$ cat src/rtl/mips_ctrl_pkg.sv
// Shared encodings for the multicycle MIPS control FSM and datapath muxes.
// The optional bne support in the top level is enabled by defining MC_BNE_EN.
package mips_ctrl_pkg;

  typedef enum logic [3:0] {
    StFetch   = 4'd0,
    StDecode  = 4'd1,
    StMemAdr  = 4'd2,
    StMemRd   = 4'd3,
    StMemWb   = 4'd4,
    StMemWr   = 4'd5,
    StExecute = 4'd6,
    StAluWb   = 4'd7,
    StBranch  = 4'd8,
    StAddiEx  = 4'd9,
    StAddiWb  = 4'd10,
    StJump    = 4'd11
  } state_t;

  localparam logic [5:0] OP_RTYPE = 6'b000000;
  localparam logic [5:0] OP_LW    = 6'b100011;
  localparam logic [5:0] OP_SW    = 6'b101011;
  localparam logic [5:0] OP_BEQ   = 6'b000100;
  localparam logic [5:0] OP_BNE   = 6'b000101;
  localparam logic [5:0] OP_ADDI  = 6'b001000;
  localparam logic [5:0] OP_J     = 6'b000010;

  localparam logic [5:0] FUNCT_ADD = 6'b100000;
  localparam logic [5:0] FUNCT_SUB = 6'b100010;
  localparam logic [5:0] FUNCT_AND = 6'b100100;
  localparam logic [5:0] FUNCT_OR  = 6'b100101;
  localparam logic [5:0] FUNCT_SLT = 6'b101010;

  localparam logic [1:0] ALUSRCB_B     = 2'b00;
  localparam logic [1:0] ALUSRCB_FOUR  = 2'b01;
  localparam logic [1:0] ALUSRCB_IMM   = 2'b10;
  localparam logic [1:0] ALUSRCB_IMMSH = 2'b11;

  localparam logic [1:0] PCSRC_ALU    = 2'b00;
  localparam logic [1:0] PCSRC_ALUOUT = 2'b01;
  localparam logic [1:0] PCSRC_JUMP   = 2'b10;

  localparam logic [1:0] ALUOP_ADD   = 2'b00;
  localparam logic [1:0] ALUOP_SUB   = 2'b01;
  localparam logic [1:0] ALUOP_FUNCT = 2'b10;

  localparam logic [2:0] ALU_AND = 3'b000;
  localparam logic [2:0] ALU_OR  = 3'b001;
  localparam logic [2:0] ALU_ADD = 3'b010;
  localparam logic [2:0] ALU_SUB = 3'b110;
  localparam logic [2:0] ALU_SLT = 3'b111;

endpackage

$ cat src/rtl/mips_alu_decoder.sv
// Combinational ALU decoder: (ALUOp, FUNCT) -> ALU control code.
module mips_alu_decoder
  import mips_ctrl_pkg::*;
(
  input  logic [1:0] aluop,
  input  logic [5:0] funct,
  output logic [2:0] alucontrol
);

  always_comb begin
    alucontrol = ALU_ADD;
    case (aluop)
      ALUOP_SUB: alucontrol = ALU_SUB;
      ALUOP_FUNCT: begin
        case (funct)
          FUNCT_SUB: alucontrol = ALU_SUB;
          FUNCT_AND: alucontrol = ALU_AND;
          FUNCT_OR:  alucontrol = ALU_OR;
          FUNCT_SLT: alucontrol = ALU_SLT;
          default:   alucontrol = ALU_ADD;  // add and unknown FUNCT both add
        endcase
      end
      default: alucontrol = ALU_ADD;
    endcase
  end

endmodule

$ cat src/rtl/mips_multicycle_control.sv
// Main control FSM of the multicycle MIPS datapath (Moore, 12 states).
// Define MC_BNE_EN to decode bne (OP 000101) as a branch on ~ZERO.
module mips_multicycle_control
  import mips_ctrl_pkg::*;
#(
  parameter int unsigned OP_W     = 6,
  parameter int unsigned ALUCTL_W = 3
) (
  input  logic                CLK,
  input  logic                RST,
  input  logic [OP_W-1:0]     OP,
  input  logic [OP_W-1:0]     FUNCT,
  input  logic                ZERO,
  output logic                IORD,
  output logic                IRWRITE,
  output logic                MEMWRITE,
  output logic                MEMTOREG,
  output logic                REGDST,
  output logic                REGWRITE,
  output logic                ALUSRCA,
  output logic [1:0]          ALUSRCB,
  output logic [1:0]          PCSRC,
  output logic                PCEN,
  output logic [ALUCTL_W-1:0] ALUCONTROL,
  output logic [3:0]          STATE
);

  state_t     state_q, state_d;
  logic [1:0] aluop;
  logic       pcwrite, branch, branch_cond;
  logic       irwrite_s, memwrite_s, regwrite_s;

  always_ff @(posedge CLK or posedge RST) begin
    if (RST) state_q <= StFetch;
    else     state_q <= state_d;
  end

`ifdef MC_BNE_EN
  logic bne_q;

  always_ff @(posedge CLK or posedge RST) begin
    if (RST)                        bne_q <= 1'b0;
    else if (state_q == StDecode)   bne_q <= (OP == OP_BNE);
  end

  assign branch_cond = bne_q ? ~ZERO : ZERO;
`else
  assign branch_cond = ZERO;
`endif

  always_comb begin
    state_d    = StFetch;
    IORD       = 1'b0;
    irwrite_s  = 1'b0;
    memwrite_s = 1'b0;
    MEMTOREG   = 1'b0;
    REGDST     = 1'b0;
    regwrite_s = 1'b0;
    ALUSRCA    = 1'b0;
    ALUSRCB    = ALUSRCB_B;
    PCSRC      = PCSRC_ALU;
    aluop      = ALUOP_ADD;
    pcwrite    = 1'b0;
    branch     = 1'b0;
    case (state_q)
      StFetch: begin
        ALUSRCB   = ALUSRCB_FOUR;
        irwrite_s = 1'b1;
        pcwrite   = 1'b1;
        state_d   = StDecode;
      end
      StDecode: begin
        ALUSRCB = ALUSRCB_IMMSH;
        case (OP)
          OP_LW, OP_SW: state_d = StMemAdr;
          OP_RTYPE:     state_d = StExecute;
          OP_BEQ:       state_d = StBranch;
`ifdef MC_BNE_EN
          OP_BNE:       state_d = StBranch;
`endif
          OP_ADDI:      state_d = StAddiEx;
          OP_J:         state_d = StJump;
          default:      state_d = StFetch;
        endcase
      end
      StMemAdr: begin
        ALUSRCA = 1'b1;
        ALUSRCB = ALUSRCB_IMM;
        state_d = (OP == OP_SW) ? StMemWr : StMemRd;
      end
      StMemRd: begin
        IORD    = 1'b1;
        state_d = StMemWb;
      end
      StMemWb: begin
        MEMTOREG   = 1'b1;
        regwrite_s = 1'b1;
      end
      StMemWr: begin
        IORD       = 1'b1;
        memwrite_s = 1'b1;
      end
      StExecute: begin
        ALUSRCA = 1'b1;
        aluop   = ALUOP_FUNCT;
        state_d = StAluWb;
      end
      StAluWb: begin
        REGDST     = 1'b1;
        regwrite_s = 1'b1;
      end
      StBranch: begin
        ALUSRCA = 1'b1;
        aluop   = ALUOP_SUB;
        PCSRC   = PCSRC_ALUOUT;
        branch  = 1'b1;
      end
      StAddiEx: begin
        ALUSRCA = 1'b1;
        ALUSRCB = ALUSRCB_IMM;
        state_d = StAddiWb;
      end
      StAddiWb: regwrite_s = 1'b1;
      StJump: begin
        PCSRC   = PCSRC_JUMP;
        pcwrite = 1'b1;
      end
      default: state_d = StFetch;  // encodings 12..15 recover to FETCH
    endcase
  end

  // Reset gates every write enable so an abandoned instruction leaves no partial update.
  assign IRWRITE  = irwrite_s & ~RST;
  assign MEMWRITE = memwrite_s & ~RST;
  assign REGWRITE = regwrite_s & ~RST;
  assign PCEN     = (pcwrite | (branch & branch_cond)) & ~RST;
  assign STATE    = state_q;

  mips_alu_decoder u_alu_decoder (
    .aluop     (aluop),
    .funct     (FUNCT),
    .alucontrol(ALUCONTROL)
  );

endmodule

$ cat config.mk
export PLATFORM = sky130hd
export DESIGN_NAME = mips_multicycle_control
export DESIGN_NICKNAME = d
export VERILOG_FILES = /design/src/rtl/mips_ctrl_pkg.sv /design/src/rtl/mips_alu_decoder.sv /design/src/rtl/mips_multicycle_control.sv
export SDC_FILE = /design/constraint.sdc
export NUM_CORES = 1
export LEC_CHECK = 0
export ABC_CLOCK_PERIOD_IN_PS = 4100
export CAP_MARGIN = 40
export CORE_UTILIZATION = 39
export DETAILED_ROUTE_END_ITERATION = 6
export PLACE_DENSITY = 0.84
export SETUP_SLACK_MARGIN = 0.02
export SYNTH_ARGS = -nofsm -noshare
export SYNTH_HDL_FRONTEND = slang
export SYNTH_SLANG_ARGS = --single-unit
$ cat constraint.sdc
create_clock -name CLK -period 4.1 [get_ports CLK]
set_clock_uncertainty 0.05 [all_clocks]
set_input_delay 0.41 -clock CLK [delete_from_list [all_inputs] [get_ports CLK]]
set_output_delay 0.41 -clock CLK [all_outputs]
set_load 0.1 [all_outputs]
# After elaboration in Yosys (flattened, before gate mapping)
# Cells that the tools add are included.
[word_totals]
ff_bits = 4
inputBits = 15
output_inout_bits = 19
word_cells = 55
[op_classes]
eq_ne = 22
n_mux = 17
bitwise = 7
reduce_logical = 8
[op_table]
columns = ["op", "n"]
rows = [
  ["$eq 6x6->1 const B", 6],
  ["$pmux 4 s6", 1],
  ["$pmux 4 s5", 1],
  ["$eq 4x3->1 const B", 4],
  ["$eq 4x4->1 const B", 4],
  ["$pmux 3 s4", 1],
  ["$mux 1", 9],
  ["$eq 4x2->1 const B", 2],
  ["$pmux 2 s2", 2],
  ["$reduce_or 2->1", 4],
  ["$eq 6x2->1 const B", 1],
  ["$eq 6x3->1 const B", 1],
  ["$eq 6x4->1 const B", 1],
  ["$logic_not 6->1", 1],
  ["$pmux 2 s3", 1],
  ["$pmux 3 s2", 1],
  ["$and 1x1->1", 5],
  ["$eq 4x1->1 const B", 1],
  ["$logic_not 4->1", 1],
  ["$reduce_or 4->1", 1],
  ["$mux 3", 1],
  ["$reduce_or 3->1", 1],
  ["$eq 2x1->1 const B", 1],
  ["$eq 2x2->1 const B", 1],
  ["other kinds (2)", 2],
]

# Longest topological paths before layout
# Gate-level depths: netlist of the first run.
[depth]
depth_word = 5
ltp_mapped = 7
depth_no_buf = 6

# By module
# A second synthesis of the first run with hierarchy kept.
[hier_totals]
hier_cells = 79
hier_area_um2 = 568.0
[modules_own_cells]
columns = ["mod", "n_inst", "cells_each", "area_each_um2", "seq_area_each_um2"]
rows = [
  ["mips_multicycle_control", 1, 64, 449.2, 100.1],
  ["mips_alu_decoder", 1, 15, 118.9, 0.0],
]

# Worst setup path after synthesis of the first run
# No wires, ideal clock.
[synth_timing]
kind = "register to output"
start = "register state_q[2], in the netlist STATE[2]"
end = "output ALUCONTROL[2]"
t_arrival_ns = 5.112
required_ns = 3.640
setup_slack_ns = -1.472
path_stages_with_launch = 7
n_path_buf = 1
cell_sequence = "dfrtp_1 > clkbuf_1 > nor2b_1 > nand2_1 > ha_1 > nand4b_1 > o41ai_1"
[synth_via]
elab_chain_len = 4
elab_cells_between_ends = 6
classes_between = "eq/ne: 4; mux: 2"
[synth_lines]
columns = ["item", "line", "rtl"]
rows = [
  ["from (decl)", "mips_multicycle_control.sv:28", "state_t state_q, state_d;"],
  ["from (signal assigned)", "mips_multicycle_control.sv:34", "if (RST) state_q <= StFetch;"],
  ["from (signal assigned)", "mips_multicycle_control.sv:35", "else state_q <= state_d;"],
  ["$eq 4x4->1 or $eq 4x3->1 (tied branches)", "mips_multicycle_control.sv:65", "case (state_q)"],
  ["$pmux 2 s2 (*)", "mips_multicycle_control.sv:65", ""],
  ["$eq 2x2->1 or $eq 2x1->1 (tied branches)", "mips_alu_decoder.sv:12", "case (aluop)"],
  ["$pmux 3 s2 (*)", "mips_alu_decoder.sv:12", ""],
  ["to (decl)", "mips_multicycle_control.sv:24", "output logic [ALUCTL_W-1:0] ALUCONTROL,"],
]
# Mark *: on every way between the ends. The rest lies on a longest branch, timed or not.

# Worst setup path after layout of the first run
# Ends and elaborated chain as after synthesis.

==> reports/summary.log, run 1 <==
INFO  global_route   globalRouteTotalUtil=0.2566
INFO  die            floorplan.initialDensity=0.4283
INFO  sta            rsz0062_at_grt=no
INFO  sta            finalSetupTns=0ns
INFO  die            io_pins=34
INFO  sta            worst_pin_slew=0.5004ns
INFO  detailed_routing drt_drc_violations_left=0
INFO  cts            ctsLongestPathBuffers=2
INFO  finish         design.final.nets=144
INFO  critical_path  required_time_of_the_critical_path=3.64ns
INFO  detailed_routing drt_iter0_markers=22
INFO  sta            worst_slew_margin_rel=0.6664
INFO  die            dieWidth=40.04µm
INFO  critical_path  startpoint_type=register
INFO  global_route   grt_pass1_wl=2718µm
INFO  sta            timing.final.crit_share=0.7089
INFO  placement      dp_hpwl=1406µm
INFO  cts            htree_num_levels=1
INFO  detailed_routing num_vias=791
INFO  die            floorplan.die_area=1603µm²
INFO  cts            cts_setup_buffers=0
INFO  synthesis      synth_top_area_frac=0.1774
INFO  sta            timing.final.max_slew_violations=0
INFO  pwr            total_leakage_power=0.4971nW
INFO  detailed_routing ant_nets=0
INFO  synthesis      synth-warning-count=0
INFO  placement      placement_stage_cell_area=1124µm²
INFO  sta            finalSetupViolations=0
INFO  critical_path  endpoint=ALUCONTROL[2]
INFO  critical_path  setup.worst_path.end_class=output pin
INFO  detailed_routing vias_per_cell=5.691
INFO  synthesis      synth.lib_cells_used.distinct=32
INFO  critical_path  worst-endpoint-arrival=2.45ns
INFO  sta            achievable-frequency=344.1MHz
INFO  synthesis      seq_area_frac_synth=0.1774
INFO  critical_path  crit_slowest_cell=sky130_fd_sc_hd__dfrtp_1
INFO  global_route   gr-total-overflow=0
INFO  synthesis      synthCells=78
INFO  sta            min_period=2.906ns
INFO  critical_path  worstPathCellList=nand2b_1, or3_1, ha_1, nand4b_1, o41ai_2, buf_4
INFO  placement      numPlacedInstances=136
INFO  placement      place.gp.congestion=0.7506
INFO  detailed_routing firstDrtPassIters=5
INFO  synthesis      synth_largest_area_cell=sky130_fd_sc_hd__dfrtp_1
INFO  finish         syn_to_final_growth=103.1%
INFO  die            rows=13
INFO  critical_path  startpoint_to_endpoint_class_of_the_critical_path=register to output pin
INFO  global_route   first_global_vias=620
INFO  sta            hold_ws=0.4891ns
INFO  die            chipHeight=40.04µm
INFO  critical_path  crit-reg2reg-capture=STATE[2]
INFO  cts            cts.root.buffer_cell=sky130_fd_sc_hd__clkbuf_4
INFO  cts            post_cts.resized_instances=0
INFO  synthesis      postSynthAreaPerCell=7.235µm²
INFO  critical_path  regToRegSetupSlack=2.18ns
INFO  pwr            p_total=848.1µW
INFO  worst_hold_path worst_hold_path_type=input pin to asynchronous set/reset pin
INFO  placement      buffer_ports.inserted=33
INFO  sta            finalHoldViolCount=0
INFO  critical_path  critical-path-max-stage-delay=0.55ns
INFO  finish         mostFrequentLayoutCell=sky130_fd_sc_hd__clkdlybuf4s50_1
INFO  synthesis      postSynthNetCount=96
INFO  synthesis      yosys_register_bits=4
INFO  cts            tritoncts=done
INFO  finish         largest_reg_flops=4
INFO  finish         drive_above_1_share=0.2016
INFO  detailed_routing final_wirelength=1760µm
INFO  detailed_routing routed_wire_length_per_instance=12.66µm
INFO  critical_path  critical_path.max_fanout=17
INFO  finish         fin_area=1146µm²
INFO  cts            cts_buffers=3
INFO  cts            clkSinkCount=4
INFO  critical_path  rr_startpoint=STATE[2]
INFO  pwr            peakVddDrop=0.7091mV
INFO  pwr            power_density=740.0nW/µm²
INFO  cts            worstSkewPairLatency=0.23ns
INFO  global_route   grt_max_degree=18
INFO  global_route   antenna_violations_before_repair=0
INFO  finish         insertedDiodeCount=0
INFO  cts            clkSlewWorstSetupHoldPaths=0.04ns
INFO  die            core-area=1318µm²
INFO  critical_path  timing.reg2reg.worst_path_depth=3
INFO  synthesis      ys_top_cells_by_area=sky130_fd_sc_hd__dfrtp_1 18%, sky130_fd_sc_hd__ha_1 6.7%, sky130_fd_sc_hd__nand2_1 5.3%, sky130_fd_sc_hd__inv_1 4.7%, sky130_fd_sc_hd__xor2_1 4.7%
INFO  cts            cts_hold_buffers=0
INFO  finish         mostFrequentLayoutCells=29 x sky130_fd_sc_hd__clkdlybuf4s50_1, 15 x sky130_fd_sc_hd__buf_8, 8 x sky130_fd_sc_hd__nand2_1
INFO  critical_path  critical_path_start=STATE[2]
INFO  flow_run       max_cap_violations=0
INFO  status         run_status=finished, final reports clean
INFO  synthesis      netlist_area=564.3µm²
INFO  finish         layout.cells.non_filler=139
[cells in the mapped netlist, drive strengths merged]
cell type / instances
a211o: 1
a211oi: 1
a21oi: 3
and3: 2
and3b: 1
and4b: 1
clkbuf: 5
dfrtp: 4
ha: 3
inv: 7
nand2: 8
nand2b: 2
nand3: 2
nand3b: 2
nand4: 1
nand4b: 1
nor2: 5
nor2b: 3
nor3: 4
nor3b: 3
nor4b: 2
nor4bb: 1
o2111ai: 1
o211ai: 2
o21ai: 3
o311ai: 1
o32ai: 1
o41ai: 1
or3: 1
or4: 2
xnor2: 1
xor2: 3
[layer usage]
metal / GRT usage / vias up / wire (µm)
met1: 0.3189 / 367 / 707
li1: - / 378 / -
met4: 0.08621 / 0 / 0
met5: 0 / - / 0
met2: 0.4315 / 46 / 919
met3: 0.05556 / 0 / 133
[critical path: cells and delay by family (launching register included)]
kind                     cells  cell delay [ns]
AND/OR/NAND/NOR              3             0.77
adder cells (fa/ha/maj)      1             0.34
buffers and inverters        1             0.34
AO/OA/AOI/OAI                1             0.22
flip-flops                   1             0.55
[worst min path at each step]
| stage | from | to | slack [ns] | cells past startpoint |
|---|---|---|---|---|
| 2_1_floorplan | RST | STATE[0] | 0.13 | 1 |
| 3_3_place_gp | RST | STATE[1] | 0.70 | 2 |
| 3_5_place_dp | STATE[3] | STATE[0] | 0.71 | 1 |
| 4_1_cts | RST | STATE[0] | 0.48 | 2 |
| 5_1_grt | RST | STATE[2] | 0.51 | 2 |
| 6_report | RST | STATE[1] | 0.49 | 2 |
[cell families after synthesis]
logic type | Yosys count | synth area share
xor gates and xnor gates | 4 | 0.06210
and+or+nand+nor | 41 | 0.4302
adders and majority gates | 3 | 0.06653
AOI/OAI and AO/OA | 14 | 0.1840
buffers and inverters | 12 | 0.07983
DFF | 4 | 0.1774
[cell type report]
class	instances	area [µm²]
Inverter	7	26.28
Fill cell	60	171.4
Tap cell	15	18.77
Timing Repair Buffer	48	545.5
Sequential cell	4	100.1
Multi-Input combinational cell	62	432.9
Clock buffer	3	22.52
[power by group]
part | leakage [nW] | switching, mW | internal (mW)
Clock | 0.0138 | 0.0154 | 0.0327
Sequential | 0.0530 | 0.0459 | 0.0513
Combinational | 0.430 | 0.454 | 0.249
Total | 0.497 | 0.515 | 0.333
[stage by stage]
step             util  setup WS [ns]
2_1_floorplan       -        -0.1576
3_3_place_gp   0.6819          1.291
3_5_place_dp   0.8528          1.446
4_1_cts        0.8699          1.186
5_1_grt        0.8699          1.060
6_report       0.8699          1.194
No activity file was read; power rests on OpenSTA's default activity.
==> run 2: changes to the inputs <==
--- a/config.mk
+++ b/config.mk
@@ -5,11 +5,11 @@
 export SDC_FILE = /design/constraint.sdc
 export NUM_CORES = 1
 export LEC_CHECK = 0
-export ABC_CLOCK_PERIOD_IN_PS = 4100
+export ABC_CLOCK_PERIOD_IN_PS = 2800
 export CAP_MARGIN = 40
-export CORE_UTILIZATION = 39
+export CORE_UTILIZATION = 36
 export DETAILED_ROUTE_END_ITERATION = 6
-export PLACE_DENSITY = 0.84
+export PLACE_DENSITY = 0.79
 export SETUP_SLACK_MARGIN = 0.02
 export SYNTH_ARGS = -nofsm -noshare
 export SYNTH_HDL_FRONTEND = slang
==> constraint.sdc (replaced) <==
create_clock -name CLK -period 2.8 [get_ports CLK]
set_clock_uncertainty 0.05 [all_clocks]
set_input_delay 0.28 -clock CLK [delete_from_list [all_inputs] [get_ports CLK]]
set_output_delay 0.28 -clock CLK [all_outputs]
set_load 0.1 [all_outputs]
==> reports/summary.log, run 2 (synthesis results as in run 1) <==
INFO  pwr            p_seq_frac=0.117 [+0.002]
INFO  critical_path  critical_path_depth=5 [-1]
INFO  critical_path  startpoint_type=register
INFO  placement      place.gp.congestion=0.7608 [+1.4%]
INFO  detailed_routing drt_iter0_markers=10 [-55%]
INFO  sta            finalSetupTns=0ns [unchanged]
INFO  pwr            netSwitchingPower=743.2µW [+44%]
INFO  sta            min_period=2.649ns
INFO  pwr            p_total=1.105mW [+30%]
INFO  sta            achievable-frequency=377.5MHz
INFO  pwr            internal-power=361.6µW [+8.6%]
INFO  cts            worstSkewPairLatency=0.23ns [about the same]
INFO  critical_path  crit-reg2reg-capture=STATE[2]
INFO  critical_path  timing.reg2reg.worst_path_depth=4 [+1]
INFO  flow_run       max_cap_violations=0 [unchanged]
INFO  sta            finalHoldViolCount=0 [unchanged]
INFO  critical_path  rr_startpoint=STATE[2]
INFO  die            core-area=1383µm² [+4.9%]
INFO  die            floorplan.initialDensity=0.4081 [-0.02016]
INFO  critical_path  worst-path-buf-inv=1 [unchanged]
INFO  critical_path  worst-endpoint-arrival=2.32ns [-0.13 ns]
INFO  sta            hold_ws=0.4841ns [-0.005009 ns]
INFO  finish         fin_area=1046µm² [-8.7%]
INFO  detailed_routing ant_nets=0 [unchanged]
INFO  cts            cts_hold_buffers=0 [unchanged]
INFO  die            floorplan.die_area=1730µm² [+7.9%]
INFO  finish         design.final.nets=132 [-8.3%]
INFO  finish         largest_reg_flops=4 [unchanged]
INFO  pwr            switching_share=0.6727 [+0.06539]
INFO  critical_path  critical-path-max-stage-delay=0.53ns [-0.02 ns]
INFO  sta            timing.final.crit_share=0.9461
INFO  global_route   grt_pass1_wl=2946µm [+8.4%]
INFO  cts            htree_num_levels=1 [unchanged]
INFO  sta            finalSetupViolations=0 [unchanged]
INFO  finish         drive_above_1_share=0.3661 [+0.1645]
INFO  finish         post_layout_util=0.7566 [-0.1133]
INFO  detailed_routing firstDrtPassIters=4 [-1]
INFO  critical_path  setup.worst_path.end_class=output pin
INFO  critical_path  regToRegSetupSlack=0.86ns [-1.32 ns]
INFO  pwr            total_leakage_power=0.4560nW [-8.3%]
INFO  placement      buffer_ports.inserted=33 [unchanged]
INFO  worst_hold_path worst_hold_path_type=input pin to asynchronous set/reset pin
INFO  cts            clkSlewWorstSetupHoldPaths=0.04ns [about the same]
INFO  status         run_status=finished, final reports clean
INFO  detailed_routing drt_drc_violations_left=0 [unchanged]
INFO  cts            tritoncts=done
INFO  pwr            power_density=1056nW/µm² [+43%]
INFO  global_route   first_global_vias=669 [+7.9%]
INFO  sta            timing.final.max_slew_violations=0 [unchanged]
INFO  die            io_pins=34 [unchanged]
INFO  finish         syn_to_final_growth=85.37%
INFO  critical_path  startpoint_to_endpoint_class_of_the_critical_path=register to output pin
INFO  global_route   globalRouteTotalUtil=0.2137 [-0.04291]
INFO  critical_path  crit_slowest_cell=sky130_fd_sc_hd__dfrtp_4
INFO  detailed_routing final_wirelength=1670µm [-5.1%]
INFO  finish         mostFrequentLayoutCell=sky130_fd_sc_hd__buf_4
INFO  detailed_routing routed_wire_length_per_instance=13.15µm [+3.9%]
INFO  pwr            comb_power_share=0.818 [-0.011]
INFO  placement      dp_hpwl=1367µm [-2.8%]
INFO  die            rows=13 [unchanged]
INFO  sta            worst_pin_slew=0.4047ns [-0.09577 ns]
INFO  global_route   antenna_violations_before_repair=0 [unchanged]
INFO  finish         insertedDiodeCount=0 [unchanged]
INFO  cts            cts.root.buffer_cell=sky130_fd_sc_hd__clkbuf_4
INFO  critical_path  worstPathCellList=or3_4, ha_1, nand4b_1, o41ai_4, buf_12
INFO  critical_path  critical_path.max_fanout=14 [-3]
INFO  detailed_routing vias_per_cell=5.394 [-5.2%]
INFO  critical_path  required_time_of_the_critical_path=2.47ns [-1.17 ns]
INFO  cts            ctsLongestPathBuffers=2 [unchanged]
INFO  detailed_routing num_vias=685 [-13%]
INFO  die            chipHeight=41.59µm [+3.9%]
INFO  cts            clkSinkCount=4 [unchanged]
INFO  cts            cts_buffers=3 [unchanged]
INFO  sta            rsz0062_at_grt=no
INFO  die            dieWidth=41.59µm [+3.9%]
INFO  pwr            power_frac_clock=0.064 [+0.007]
INFO  global_route   gr-total-overflow=0 [unchanged]
INFO  finish         mostFrequentLayoutCells=18 x sky130_fd_sc_hd__buf_4, 14 x sky130_fd_sc_hd__clkdlybuf4s50_1, 8 x sky130_fd_sc_hd__nand2_1
INFO  critical_path  critPathTopFamily=simple AND/OR/NAND/NOR gates
INFO  global_route   grt_max_degree=17 [-1]
INFO  pwr            peakVddDrop=0.6488mV [-8.5%]
INFO  sta            worst_slew_margin_rel=0.7294 [+0.06300]
INFO  placement      placement_stage_cell_area=1011µm² [-10%]
==> run 2: cell count changes in the layout (fill, tap and decap cells not counted), moves of 2 or more <==
cell and change:
sky130_fd_sc_hd__nor3_1 -2, sky130_fd_sc_hd__dfrtp_2 +2, sky130_fd_sc_hd__clkdlybuf4s50_1 -15, sky130_fd_sc_hd__nor2_1 -2, sky130_fd_sc_hd__buf_4 +14, sky130_fd_sc_hd__buf_12 +4, sky130_fd_sc_hd__dfrtp_1 -4, sky130_fd_sc_hd__dfrtp_4 +2
sky130_fd_sc_hd__buf_8 -15
==> run 2: repair_timing <==
action,4_1_cts,5_1_grt
cloned,0,0
resized for setup,0,1
endpoints found under the hold margin,0,0
setup buffers,1,0
pin swaps,1,0
endpoints found under the setup margin,1,1
==> run 2: worst max-delay path by stage <==
stage | start | end | slack [ns]
finish | STATE[1] | ALUCONTROL[2] | 0.15
CTS | STATE[1] | ALUCONTROL[2] | 0.08
global placement | STATE[1] | ALUCONTROL[2] | 0.33
global route | STATE[1] | ALUCONTROL[2] | 0.05
detailed placement | STATE[1] | ALUCONTROL[2] | 0.26
floorplan | STATE[2] | ALUCONTROL[2] | -0.56
==> run 2: per-stage QoR <==
step / setup slack, ns / std cells
after detailed placement: 0.2588 / 123
final: 0.1510 / 127
after global routing: 0.05100 / 127
after CTS: 0.08349 / 127
after floorplan: -0.5647 / 78
after global placement: 0.3279 / 123
==> run 2: area by class of cell <==
cell class	instances	area, µm²
timing repair buffer	36	355.3
tap	15	18.77
inverter	7	30.03
clock buffer	3	22.52
sequential	4	110.1
fill	101	336.6
multi-input combinational	62	509.2
==> run 2: worst reg2reg max path: stages, from the launching register on <==
cell and delay [ns]:
sky130_fd_sc_hd__dfrtp_2 0.39, sky130_fd_sc_hd__buf_4 0.20, sky130_fd_sc_hd__or4_1 0.50, sky130_fd_sc_hd__or4_1 0.45, sky130_fd_sc_hd__o311ai_2 0.24
==> run 2: power groups by stage <==
stage / clock, mW / sequential (mW) / combinational [mW]
floorplan: 0 / 0.235 / 0.604
global placement: 0 / 0.127 / 0.902
detailed placement: 0 / 0.129 / 0.904
CTS: 0.0731 / 0.129 / 0.905
global route: 0.0778 / 0.139 / 0.939
finish: 0.0711 / 0.130 / 0.904
==> run 2: routing by layer <==
metal,vias to the layer above,GRT usage,wire length [µm]
li1,355,-,-
met4,0,0.09677,0
met5,-,0,0
met2,24,0.3500,830
met1,306,0.2807,757
met3,0,0.02174,83
==> run 3: changes to the inputs <==
--- a/config.mk
+++ b/config.mk
@@ -5,11 +5,11 @@
 export SDC_FILE = /design/constraint.sdc
 export NUM_CORES = 1
 export LEC_CHECK = 0
-export ABC_CLOCK_PERIOD_IN_PS = 2800
+export ABC_CLOCK_PERIOD_IN_PS = 2380
 export CAP_MARGIN = 40
-export CORE_UTILIZATION = 36
+export CORE_UTILIZATION = 33
 export DETAILED_ROUTE_END_ITERATION = 6
-export PLACE_DENSITY = 0.79
+export PLACE_DENSITY = 0.76
 export SETUP_SLACK_MARGIN = 0.02
 export SYNTH_ARGS = -nofsm -noshare
 export SYNTH_HDL_FRONTEND = slang
==> constraint.sdc (replaced) <==
create_clock -name CLK -period 2.38 [get_ports CLK]
set_clock_uncertainty 0.05 [all_clocks]
set_input_delay 0.238 -clock CLK [delete_from_list [all_inputs] [get_ports CLK]]
set_output_delay 0.238 -clock CLK [all_outputs]
set_load 0.1 [all_outputs]
==> reports/summary.log, run 3 (synthesis results as in run 1) <==
INFO  sta            finalSetupViolations=2 [+2]
INFO  pwr            total_leakage_power=0.5023nW [+10%]
INFO  cts            cts.root.buffer_cell=sky130_fd_sc_hd__clkbuf_4
INFO  cts            cts_hold_buffers=0 [unchanged]
INFO  pwr            switching_share=0.6325 [-0.04018]
INFO  finish         mostFrequentLayoutCell=sky130_fd_sc_hd__buf_4
INFO  sta            worst_slew_margin_rel=0.7421 [+0.01271]
INFO  cts            clkSlewWorstSetupHoldPaths=0.04ns [about the same]
INFO  worst_hold_path worst_hold_path_type=input pin to asynchronous set/reset pin
INFO  sta            hold_ws=0.3916ns [-0.09245 ns]
INFO  global_route   grt_util_met2=0.3818 [+0.03182]
INFO  placement      post-place-ws=0.04244ns [-0.2163 ns]
INFO  die            io_pins=34 [unchanged]
INFO  die            dieWidth=43.35µm [+4.2%]
INFO  die            chipHeight=43.35µm [+4.2%]
INFO  pwr            internal-power=523.9µW [+45%]
INFO  finish         design.final.nets=136 [+3.0%]
INFO  sta            timing.final.crit_share=1.027
INFO  die            floorplan.die_area=1879µm² [+8.6%]
INFO  global_route   globalRouteTotalUtil=0.2155 [+0.001759]
INFO  critical_path  critical-path-max-stage-delay=0.47ns [-0.06 ns]
INFO  finish         largest_reg_flops=4 [unchanged]
INFO  finish         fillers=116 [+15%]
INFO  detailed_routing final_wirelength=1814µm [+8.6%]
INFO  global_route   grt_most_used_layer=met2
INFO  sta            achievable-frequency=409.2MHz
INFO  global_route   antenna_violations_before_repair=0 [unchanged]
INFO  critical_path  crit_slowest_cell=sky130_fd_sc_hd__dfrtp_4
INFO  detailed_routing firstDrtPassIters=6 [+2]
INFO  status         run_status=complete, but fails checks
INFO  critical_path  critical_path.max_fanout=2 [-12]
INFO  cts            tritoncts=done
INFO  critical_path  required_time_of_the_critical_path=2.09ns [-0.38 ns]
INFO  sta            worst_pin_slew=0.3860ns [-0.01864 ns]
INFO  pwr            p_seq_frac=0.093 [-0.024]
INFO  finish         multiInputGateArea=515.5µm² [+1.2%]
INFO  sta            finalWorstSetupSlack=-0.06409ns [-0.2151 ns]
INFO  placement      buffer_ports.inserted=33 [unchanged]
INFO  placement      place.gp.congestion=0.8198 [+7.8%]
INFO  finish         drive_above_1_share=0.4052 [+0.03910]
INFO  finish         fin_area=1164µm² [+11%]
INFO  sta            finalSetupTns=-0.07779ns [-0.07779 ns]
INFO  die            rows=14 [+1]
INFO  critical_path  startpoint_type=register
INFO  die            floorplan.initialDensity=0.3620 [-0.04619]
INFO  status         violated_checks=DRC, setup timing
INFO  sta            rsz0062_at_grt=yes
INFO  critical_path  startpoint_to_endpoint_class_of_the_critical_path=register to output pin
INFO  pwr            netSwitchingPower=901.8µW [+21%]
INFO  finish         insertedDiodeCount=0 [unchanged]
INFO  critical_path  setup.worst_path.end_class=output pin
INFO  pwr            peakVddDrop=0.6620mV [+2.0%]
INFO  finish         layout.area.seq=115.1µm² [+4.5%]
INFO  detailed_routing ant_nets=0 [unchanged]
INFO  global_route   grt_max_degree=17 [unchanged]
INFO  global_route   first_global_vias=727 [+8.7%]
INFO  critical_path  worst-endpoint-arrival=2.16ns [-0.16 ns]
INFO  flow_run       max_cap_violations=0 [unchanged]
INFO  pwr            power_density=1225nW/µm² [+16%]
INFO  detailed_routing vias_per_cell=5.576 [+3.4%]
INFO  detailed_routing routed_wire_length_per_instance=13.74µm [+4.5%]
INFO  placement      placement_stage_cell_area=1115µm² [+10%]
INFO  critical_path  worst-path-buf-inv=1 [unchanged]
INFO  finish         syn_to_final_growth=106.2%
INFO  sta            finalHoldViolCount=0 [unchanged]
INFO  global_route   grt_use_met1=0.2824 [+0.001635]
INFO  die            core-area=1559µm² [+13%]
INFO  global_route   grt_pass1_wl=3139µm [+6.6%]
INFO  finish         mostFrequentLayoutCells=15 x sky130_fd_sc_hd__buf_4, 14 x sky130_fd_sc_hd__clkdlybuf4s50_1, 10 x sky130_fd_sc_hd__buf_12
INFO  cts            clkSinkCount=4 [unchanged]
INFO  critical_path  worstPathCellList=nand2b_4, or3_4, ha_4, nand4b_1, o41ai_4, buf_12
INFO  cts            cts_buffers=3 [unchanged]
INFO  pwr            power_frac_clock=0.058 [-0.006]
INFO  detailed_routing num_vias=736 [+7.4%]
INFO  pwr            p_total=1.426mW [+29%]
INFO  cts            htree_num_levels=1 [unchanged]
INFO  sta            timing.final.max_slew_violations=0 [unchanged]
INFO  cts            worstSkewPairLatency=0.23ns [about the same]
INFO  global_route   met3_usage=0.004167 [-0.01757]
INFO  critical_path  critPathTopFamily=simple AND/OR/NAND/NOR gates
INFO  sta            min_period=2.444ns
INFO  cts            ctsLongestPathBuffers=2 [unchanged]
INFO  placement      dp_hpwl=1360µm [-0.49%]
INFO  pwr            comb_power_share=0.849 [+0.031]
INFO  detailed_routing drt_drc_violations_left=2 [+2]
INFO  detailed_routing drt_iter0_markers=16 [+6]
INFO  global_route   gr-total-overflow=0 [unchanged]
==> run 3: worst register-to-register path, cell delays in order (launching register included) <==
cell and delay [ns]:
sky130_fd_sc_hd__dfrtp_4 0.49, sky130_fd_sc_hd__buf_4 0.19, sky130_fd_sc_hd__or4_1 0.50, sky130_fd_sc_hd__or4_1 0.46, sky130_fd_sc_hd__o311ai_2 0.25
==> run 3: cell type report <==
cell class                      instances  area share
Clock buffer                            3     0.01935
Inverter                                7     0.02258
Timing Repair Buffer                   40      0.3989
Sequential cell                         4     0.09892
Tap cell                               16     0.01720
Multi-Input combinational cell         62      0.4430
==> run 3: through the flow <==
stage,utilization,cells
after CTS,0.7464,132
after floorplan,-,78
after global routing,0.7464,132
after detailed placement,0.7151,127
after global placement,0.7151,127
final,0.7464,132
==> run 3: path summary, 6_finish.rpt <==
path	start	end	slack, ns	cells after the start
worst max-delay path	STATE[2]	ALUCONTROL[2]	-0.06	6
worst min-delay path	RST	STATE[1]	0.39	2
worst max register to register	STATE[3]	STATE[2]	0.34	4
worst min register to register	STATE[0]	STATE[0]	0.70	2
max in group asynchronous	RST	STATE[0]	1.70	2
min in group CLK	OP[4]	STATE[3]	0.68	4
==> run 3: timing repair <==
action,CTS,global route
setup endpoints to repair,2,3
resized for setup,3,0
gates cloned,0,0
pin swaps,5,0
buffers inserted,2,0
==> run 3: power groups by stage <==
stage          Sequential (mW)  Clock, mW  Combinational [mW]
6_report                 0.132     0.0829                1.21
5_1_grt                  0.135     0.0886                1.26
4_1_cts                  0.129     0.0831                1.21
3_5_place_dp             0.130          0                1.20
3_3_place_gp             0.128          0                1.19
2_1_floorplan            0.284          0               0.720
==> run 3: per-layer routing <==
metal | up-vias | share of wire
li1 | 366 | -
met1 | 333 | 0.43
met2 | 37 | 0.50
met3 | 0 | 0.063
met4 | 0 | 0
met5 | - | 0
